File: src/rtl/jogo_unidade_controle.sv
// jogo_unidade_controle: memory-game control FSM with move edge detection and per-move timeout
module jogo_unidade_controle #(
    parameter int TIMEOUT    = 5000,
    parameter bit TIMEOUT_EN = 1'b1,
    parameter int TW         = 16
) (
    input  logic       clock,
    input  logic       reset,
    input  logic       iniciar,
    input  logic       jogada,
    input  logic       fimC,
    input  logic       igual,
    output logic       zeraC,
    output logic       contaC,
    output logic       zeraR,
    output logic       registraR,
    output logic       pronto,
    output logic       acertou,
    output logic       errou,
    output logic       timeout,
    output logic [3:0] db_estado
);
    typedef enum logic [3:0] {
        INICIAL     = 4'h0,
        PREPARACAO  = 4'h1,
        ESPERA      = 4'h2,
        REGISTRA    = 4'h4,
        COMPARACAO  = 4'h5,
        PROXIMO     = 4'h6,
        FIM_ACERTO  = 4'hA,
        FIM_TIMEOUT = 4'hC,
        FIM_ERRO    = 4'hE
    } estado_t;
    estado_t       estado_q, estado_d;
    logic [TW-1:0] cnt_q, cnt_d;
    logic          jogada_q;
    logic          jogada_p;
    logic          expirou;
    assign jogada_p = jogada & ~jogada_q;
    assign expirou  = TIMEOUT_EN && (cnt_q == TW'(TIMEOUT - 1));
    // state, move-timeout counter and previous button level
    always_ff @(posedge clock) begin
        if (reset) begin
            estado_q <= INICIAL;
            cnt_q    <= '0;
            jogada_q <= 1'b0;
        end else begin
            estado_q <= estado_d;
            cnt_q    <= cnt_d;
            jogada_q <= jogada;
        end
    end
    // next state; counter only runs while waiting for a move
    always_comb begin
        estado_d = INICIAL;
        cnt_d    = (TIMEOUT_EN && estado_q == ESPERA) ? cnt_q + 1'b1 : '0;
        case (estado_q)
            INICIAL:     estado_d = iniciar ? PREPARACAO : INICIAL;
            PREPARACAO:  estado_d = ESPERA;
            ESPERA:      estado_d = jogada_p ? REGISTRA : expirou ? FIM_TIMEOUT : ESPERA;
            REGISTRA:    estado_d = COMPARACAO;
            COMPARACAO:  estado_d = !igual ? FIM_ERRO : fimC ? FIM_ACERTO : PROXIMO;
            PROXIMO:     estado_d = ESPERA;
            FIM_ACERTO:  estado_d = iniciar ? PREPARACAO : FIM_ACERTO;
            FIM_ERRO:    estado_d = iniciar ? PREPARACAO : FIM_ERRO;
            FIM_TIMEOUT: estado_d = iniciar ? PREPARACAO : FIM_TIMEOUT;
            default:     estado_d = INICIAL;
        endcase
    end
    // Moore outputs; unused encodings show 0xF on the debug port
    always_comb begin
        zeraC     = estado_q == INICIAL || estado_q == PREPARACAO;
        zeraR     = zeraC;
        registraR = estado_q == REGISTRA;
        contaC    = estado_q == PROXIMO;
        acertou   = estado_q == FIM_ACERTO;
        timeout   = estado_q == FIM_TIMEOUT;
        errou     = estado_q == FIM_ERRO || timeout;
        pronto    = acertou || errou;
        db_estado = 4'hF;
        case (estado_q)
            INICIAL, PREPARACAO, ESPERA, REGISTRA, COMPARACAO, PROXIMO,
            FIM_ACERTO, FIM_TIMEOUT, FIM_ERRO: db_estado = estado_q;
            default:                           db_estado = 4'hF;
        endcase
    end
endmodule

File: config.mk
export PLATFORM = sky130hd
export DESIGN_NAME = jogo_unidade_controle
export DESIGN_NICKNAME = d
export VERILOG_FILES = /design/src/rtl/jogo_unidade_controle.sv
export SDC_FILE = /design/constraint.sdc
export NUM_CORES = 1
export LEC_CHECK = 0
export ABC_AREA = 1
export BUFFER_PORTS_ARGS = -buffer_cell sky130_fd_sc_hd__buf_2
export CAP_MARGIN = 20
export CORE_AREA = 8 8 69 71
export CTS_BUF_LIST = sky130_fd_sc_hd__clkbuf_4
export DETAILED_ROUTE_END_ITERATION = 16
export DIE_AREA = 0 0 77 79
export GPL_ROUTABILITY_DRIVEN = 0
export SLEW_MARGIN = 40
export SYNTH_ARGS = -nofsm -noshare
export SYNTH_HDL_FRONTEND = slang
export SYNTH_SLANG_ARGS = --single-unit
export TNS_END_PERCENT = 50
File: constraint.sdc
create_clock -name clock -period 3.35 [get_ports clock]
set_clock_uncertainty 0.1 [all_clocks]
set_input_delay 0.67 -clock clock [delete_from_list [all_inputs] [get_ports clock]]
set_output_delay 0.67 -clock clock [all_outputs]
set_load 0.01 [all_outputs]
# Yosys cells after proc, flatten, opt, wreduce, memory -nomap -nowiden
# Cells that the tools add are included.
[totals]
out_inout_bits = 12
reg_bits = 21
word_cells = 33
[op_classes]
addsub = 1
reduce_logical = 7
mux = 10
n_eq_ne = 9
bitwise = 3
[ops]
columns = ["op", "n"]
rows = [
  ["$mux W4", 8],
  ["$pmux W4 S8", 1],
  ["$add A16 B1 Y16 const B", 1],
  ["$eq A16 B13 Y1 const B", 1],
  ["$eq A4 B3 Y1 const B", 3],
  ["$eq A4 B4 Y1 const B", 3],
  ["$reduce_or A9 Y1", 1],
  ["$eq A4 B1 Y1 const B", 1],
  ["$eq A4 B2 Y1 const B", 1],
  ["$logic_not A4 Y1", 1],
  ["$reduce_or A2 Y1", 2],
  ["$logic_or A1 B1 Y1", 3],
  ["$not A1 Y1", 2],
  ["$and A1 B1 Y1", 1],
  ["$mux W1", 1],
]

# Longest topological paths before layout
# Gate-level depths: netlist of run 1.
[logic_depth]
ltp_word = 4
mapped_depth = 9

# Worst setup path after synthesis of run 1
# OpenSTA, ideal clock, no wires.
[synth_timing]
path_type = "register to output"
from = "register estado_q[3]"
to = "output zeraR"
required_ns = 2.580
stages_incl_launch_ff = 5
setup_slack_ns = 1.642
n_path_buf = 1
arrival_ns = 0.938
path_cell_list = "dfxtp_1 -> nor2_1 -> inv_1 -> nor2_1 -> buf_4"
[synth_via]
elab_chain_cells = 2
[synth_rtl]
columns = ["item", "line", "rtl"]
rows = [
  ["from (decl)", "34", "estado_t estado_q, estado_d;"],
  ["from (signal assigned)", "48", "estado_q <= estado_d;"],
  ["$eq A4 B1 Y1 or $logic_not A4 Y1 (tied branches)", "72", "zeraC = estado_q == INICIAL || estado_q == PREPARACAO;"],
  ["$logic_or A1 B1 Y1 *", "72", ""],
  ["to (decl)", "15", "output logic zeraR,"],
]
# Every way passes the cells marked *; elsewhere a longest branch is shown, timed or not.

# Final worst setup path of run 1
[layout_timing]
from = "register estado_q[3]"
to = "output db_estado[1]"
[layout_via]
elab_chain_cells = 3
[layout_rtl]
columns = ["item", "line", "rtl"]
rows = [
  ["$eq A4 B3 Y1, or another cell as far along", "81", "case (estado_q)"],
  ["$reduce_or A9 Y1 *", "81", ""],
  ["$mux W4 *", "81", ""],
  ["to (decl)", "21", "output logic [3:0] db_estado"],
]
# Marks and branches as above.

==> results.py, run 1 <==
metrics = {
    "power_and_ir_drop": {
        "p_leak_nw": 0.655,
        "pwr_density_cell_mw_per_mm2": 316,
        "vdd_ir_drop_max_v": 0.000215,
        "fin_total_pwr_mw": 0.441,
    },
    "floorplanning": {
        "start_util_pct": 32.3,
        "dieArea_mm2": 0.00608,
        "die_h_um": 79,
        "io_pins": 18,
        "num_rows": 23,
        "core_mm2": 0.00380,
        "die_w_um": 77,
    },
    "synthesis": {
        "syn_area_per_cell_um2": 6.42,
        "synth_edf_count": 0,
        "async_flop_share_pct": 0,
        "synthFlopType": "dfxtp_1",
        "synth_largest_area_cell": "dfxtp_1",
        "syn-num-nets": 198,
        "syn_inst": 191,
        "synth.distinct_cells": 22,
        "synth.top_cell.area_share_pct": 34.3,
        "yosysWarnings": 0,
        "synth_seq_cells": 21,
        "synthTopCellsByCount": "nand2_1 (40), nor2_1 (38), inv_1 (27), dfxtp_1 (21), nand3_1 (14)",
        "seq_area_frac_synth_pct": 34.3,
        "synthTopCellsByArea": "dfxtp_1 (34%), nand2_1 (12%), nor2_1 (12%)",
        "yosysMostFrequentCell": "nand2_1",
        "synthesis.area_mm2": 0.00123,
    },
    "clock_network": {
        "cts.sink_count": 21,
        "path_clk_slew_ns": 0.11,
        "cts_resized": 0,
        "clockBufferDepth": 2,
        "h-tree-depth": 1,
        "cts_buffers": 3,
        "cts_tree": "built",
        "root_buffer": "clkbuf_4",
        "clk_latency_ns": 0.30,
        "cts_setup_buffers": 0,
        "postCtsHoldBufs": 0,
    },
    "final_layout": {
        "drive_gt1_share_pct": 20.9,
        "nets": 219,
        "antenna_cells": 0,
        "area_growth_pct": 13.9,
        "nFillCells": 420,
    },
    "critical_path": {
        "r2r-end": "cnt_q[12]$_SDFF_PP0_",
        "crit_arrival_ns": 1.35,
        "crit_buf_inv": 2,
        "worst-r2r-setup-slack_ns": 1.80,
        "end_kind": "primary output",
        "timing.rr.start": "cnt_q[0]$_SDFF_PP0_",
        "critPathSlowestCell": "dfxtp_1",
        "crit_chain": "nor2_1 > inv_1 > nand3_1 > nand2_1 > buf_2",
        "cp_data_required_time_ns": 2.58,
        "worstPathMaxFanout": 6,
        "max_stage_delay_ns": 0.39,
        "startpoint_type": "flop",
        "rr_worst_depth": 8,
        "path_class": "reg2out",
        "cp_top_family": "simple AND/OR/NAND/NOR gates",
    },
    "grt": {
        "grt_usage_pct": 9.46,
        "grt_pass1_vias": 1109,
        "grt_pass1_wl_mm": 4.81,
        "overflow": 0,
        "grt_max_degree": 12,
        "antenna_found_initial": 0,
    },
    "timing": {
        "setup_viol": 0,
        "fmax_mhz": 471,
        "period_needed_ns": 2.12,
        "period_share_pct": 63.4,
        "slew_viol_final": 0,
        "hold_violations": 0,
        "setup_tns_ns": 0,
        "rsz0062_at_grt": "no",
        "tightest_slew_ns": 0.299,
        "slew_headroom_pct": 80.1,
    },
    "min_path": {
        "min_from": "cnt_q[0]$_SDFF_PP0_",
        "hold_class": "reg2reg",
        "min_to": "cnt_q[0]$_SDFF_PP0_",
        "holdPathStages": 1,
    },
    "detailed_routing": {
        "drc_errors": 0,
        "detail-route-antenna-nets": 0,
        "wl_mm": 2.70,
        "via_per_inst": 4.52,
        "routed-via-count": 1181,
        "dr.pass1.iters": 4,
        "first_iter_violations": 27,
        "routedWlPerCell_um": 10.3,
    },
    "outcome": {
        "outcome": "finished, final reports clean",
    },
    "place": {
        "io_buffers": 17,
        "hpwl_mm": 2.20,
    },
    "run": {
        "drv_cap": 0,
    },
}
## stage by stage
| stage | hold slack [ns] | cells | setup slack [ns] | cell area, µm² | util, % |
|---|---|---|---|---|---|
| 4_1_cts | 0.365 | 261 | 1.23 | 1400 | 36.8 |
| 6_report | 0.366 | 261 | 1.23 | 1400 | 36.8 |
| 5_1_grt | 0.389 | 261 | 1.10 | 1400 | 36.8 |
| 2_1_floorplan | 0.318 | 191 | 1.64 | 1230 | - |
| 3_5_place_dp | 0.344 | 257 | 1.59 | 1370 | 36.0 |
| 3_3_place_gp | 0.337 | 257 | 1.54 | 1370 | 36.0 |
## sequential cells by signal (all words and copies together) (netlist names)
register / count
jogada_q: 1
cnt_q: 16
estado_q: 4
## worst reg2reg max path, stage by stage, from the launching register on
cell	delay, ns
dfxtp_1	0.38
ha_1	0.20
nand2_2	0.10
inv_1	0.14
nand4_1	0.18
nor2_2	0.17
nand3_1	0.09
nand2_1	0.08
nor2_1	0.03
## cells by family after synthesis
kind of cell               count (synthesis)  share of synthesized area [%]
xor gates and xnor gates                   1                          0.714
buffers and inverters                     34                           10.7
DFF                                       21                           34.3
AOI/OAI and AO/OA                         22                           9.59
adders and majority gates                  1                           1.02
and+or+nand+nor                          112                           43.7
## cells in the final DEF, fill, tap and decap left out, drive strengths merged
master	n
o21ai	10
nand3	15
ha	1
dfxtp	21
inv	33
nor3	5
nor2	44
a21oi	12
nand4	3
buf	17
nand2	45
clkbuf	4
xor2	1
## layout make-up
class                           instances  area, µm²  area share (%)
Multi-Input combinational cell        136        674            48.3
Sequential cell                        21        420            30.1
Inverter                               33        124            8.87
Timing Repair Buffer                   17       85.1            6.09
Tap cell                               50       62.6            4.48
Clock buffer                            4       30.0            2.15
## how the worst max path moves through the flow
stage	from	slack, ns	depth (start not counted)	end
floorplan	estado_q[3]$_SDFF_PP0_	1.64	4	zeraR
global placement	estado_q[2]$_SDFF_PP0_	1.54	5	timeout
detailed placement	estado_q[3]$_SDFF_PP0_	1.59	5	db_estado[1]
CTS	estado_q[3]$_SDFF_PP0_	1.23	5	db_estado[1]
global route	estado_q[3]$_SDFF_PP0_	1.10	5	db_estado[1]
finish	estado_q[3]$_SDFF_PP0_	1.23	5	db_estado[1]
## power breakdown
part | switching [mW] | leakage [nW] | internal (mW)
Clock | 0.0743 | 0.0184 | 0.0546
Combinational | 0.0344 | 0.467 | 0.0195
Sequential | 0.00463 | 0.170 | 0.253
## per-layer routing
| metal | vias to the layer above | GRT usage [%] | wire (µm) |
|---|---|---|---|
| met4 | 0 | 2.64 | 13 |
| met2 | 38 | 15.9 | 1180 |
| li1 | 638 | - | - |
| met3 | 2 | 4.18 | 225 |
| met5 | - | 0 | 0 |
| met1 | 503 | 10.7 | 1270 |
(Power assumes the default switching activity.)
==> run 2: changes to the inputs <==
Clock period 3.35 ns to 1.8 ns, I/O delays scaled along.
==> run 2 against run 1 <==
- via count rose by 0.17%
- final area rose by 0.90%
- wire length rose by 6.7%
- worst hold slack got worse by 0.23 ns
- die area did not move
- non-clock buffer count did not move
- final cell count did not move
- critical path depth did not move
- largest power group unchanged
- highest routed layer unchanged
==> results.py, run 2 (synthesis results as in run 1) <==
metrics = {
    "final_layout": {
        "nets": 219,
        "antenna_cells": 0,
        "drive_gt1_share_pct": 23.7,
        "utilization_pct": 37.1,
        "mostFrequentLayoutCells": "nand2_1 (40), nor2_1 (37), inv_1 (27), dfxtp_1 (17), buf_2 (17)",
        "final_common_cell": "nand2_1",
        "stdcell_count": 261,
        "area_growth_pct": 14.9,
        "top_register": "cnt_q",
        "top_regs": "cnt_q (16), estado_q (4), jogada_q (1)",
        "largest_register_ffs": 16,
    },
    "timing": {
        "setup_viol": 0,
        "rsz0062_at_grt": "yes",
        "setup_ws_ns": 0.0897,
        "hold_violations": 0,
        "period_share_pct": 95.0,
        "slew_viol_final": 0,
        "period_needed_ns": 1.71,
        "fmax_mhz": 585,
        "slew_headroom_pct": 84.9,
        "tightest_slew_ns": 0.227,
    },
    "outcome": {
        "outcome": "finished, final reports clean",
    },
    "critical_path": {
        "startpoint_type": "flop",
        "crit_arrival_ns": 1.25,
        "max_stage_delay_ns": 0.40,
        "rr_worst_depth": 8,
        "crit_top_cell": "nand2_1",
        "critPathSlowestCell": "dfxtp_2",
        "crit_chain": "inv_2 > nand2_1 > nand3_2 > nand2_1 > buf_2",
        "cp_data_required_time_ns": 1.34,
        "path_class": "reg2out",
        "end_kind": "primary output",
        "worstPathMaxFanout": 5,
    },
    "grt": {
        "grt_pass1_wl_mm": 4.95,
        "overflow": 0,
        "grt_pass1_vias": 1167,
        "grt_max_degree": 13,
        "antenna_found_initial": 0,
        "met2_usage_pct": 15.9,
        "grt_usage_pct": 9.84,
        "top_usage_layer": "met2",
        "grt_util_met1_pct": 11.0,
        "grt_use_met3_pct": 3.27,
    },
    "run": {
        "drv_cap": 0,
    },
    "floorplanning": {
        "io_pins": 18,
        "die_h_um": 79,
        "start_util_pct": 32.3,
        "core_mm2": 0.00380,
        "num_rows": 23,
        "dieArea_mm2": 0.00608,
        "die_w_um": 77,
    },
    "clock_network": {
        "cts.sink_count": 21,
        "root_buffer": "clkbuf_4",
        "clockBufferDepth": 2,
        "cts_buffers": 3,
        "clk_latency_ns": 0.32,
        "h-tree-depth": 1,
        "path_clk_slew_ns": 0.12,
        "cts_tree": "built",
    },
    "detailed_routing": {
        "drc_errors": 0,
        "via_per_inst": 4.53,
        "wl_mm": 2.88,
        "first_iter_violations": 63,
        "detail-route-antenna-nets": 0,
        "routed-via-count": 1183,
        "routedWlPerCell_um": 11.0,
        "dr.pass1.iters": 4,
    },
    "place": {
        "post-place-cells": 257,
        "hpwl_mm": 2.21,
        "io_buffers": 17,
        "dp_slack_ns": 0.300,
    },
    "power_and_ir_drop": {
        "vdd_ir_drop_max_v": 0.000233,
        "p_int_mw": 0.593,
        "p_comb_share_pct": 12.6,
        "switching_share_pct": 27.8,
        "pwr-share-seq_pct": 58.7,
        "pwr_density_cell_mw_per_mm2": 583,
        "netSwitchingPower_mw": 0.228,
        "power.share.clock_pct": 28.7,
        "p_leak_nw": 0.658,
    },
    "min_path": {
        "hold_class": "in2reg",
        "holdPathStages": 3,
    },
}
[run 2: stage by stage]
| step | power [mW] | instance area (µm²) | hold slack (ns) | setup TNS, ns |
|---|---|---|---|---|
| 4_1_cts | 0.834 | 1390 | 0.136 | 0 |
| 3_5_place_dp | 0.593 | 1370 | 0.343 | 0 |
| 5_1_grt | 0.874 | 1410 | 0.154 | -0.114 |
| 2_1_floorplan | 0.557 | 1230 | 0.318 | 0 |
| 3_3_place_gp | 0.592 | 1370 | 0.333 | 0 |
| 6_report | 0.821 | 1410 | 0.140 | 0 |
[run 2: final cells by class]
cell class	instances	area (µm²)
clock buffer	3	22.5
clock inverter	1	5.00
fill	441	2390
inverter	33	124
multi-input combinational	136	682
sequential	21	428
tap	50	62.6
timing repair buffer	17	85.1
[run 2: final timing paths]
kind,to,slack [ns],start
worst max register to register,cnt_q[12]$_SDFF_PP0_,0.29,cnt_q[0]$_SDFF_PP0_
worst min-delay path,jogada_q$_SDFF_PP0_,0.14,jogada
worst max-delay path,db_estado[0],0.09,estado_q[0]$_SDFF_PP0_
worst min register to register,cnt_q[0]$_SDFF_PP0_,0.36,cnt_q[0]$_SDFF_PP0_
[run 2: power groups by stage]
stage	Clock, mW	Sequential (mW)	Combinational [mW]
6_report	0.235	0.482	0.104
5_1_grt	0.273	0.483	0.118
4_1_cts	0.251	0.481	0.102
3_5_place_dp	0	0.491	0.102
3_3_place_gp	0	0.491	0.102
2_1_floorplan	0	0.489	0.0678
[run 2: routing by layer]
metal	up-vias	routed length, µm	part of all wire (%)
li1	636	-	-
met1	504	1320	46
met2	34	1290	45
met3	9	180	6.3
met4	0	90	3.1
met5	-	0	0
[run 2: repair_timing]
| action | in CTS | in global routing |
|---|---|---|
| endpoints found under the hold margin | 0 | 0 |
| resized for setup | 0 | 7 |
| hold buffers | 0 | 0 |
| buffers inserted | 0 | 0 |
| endpoints found under the setup margin | 0 | 11 |
[run 2: worst max-delay path: cells and delay by family, from the launching register on]
| family | cells | cell delay (ns) |
|---|---|---|
| AND/OR/NAND/NOR | 3 | 0.34 |
| flip-flops | 1 | 0.40 |
| buffers and inverters | 2 | 0.19 |
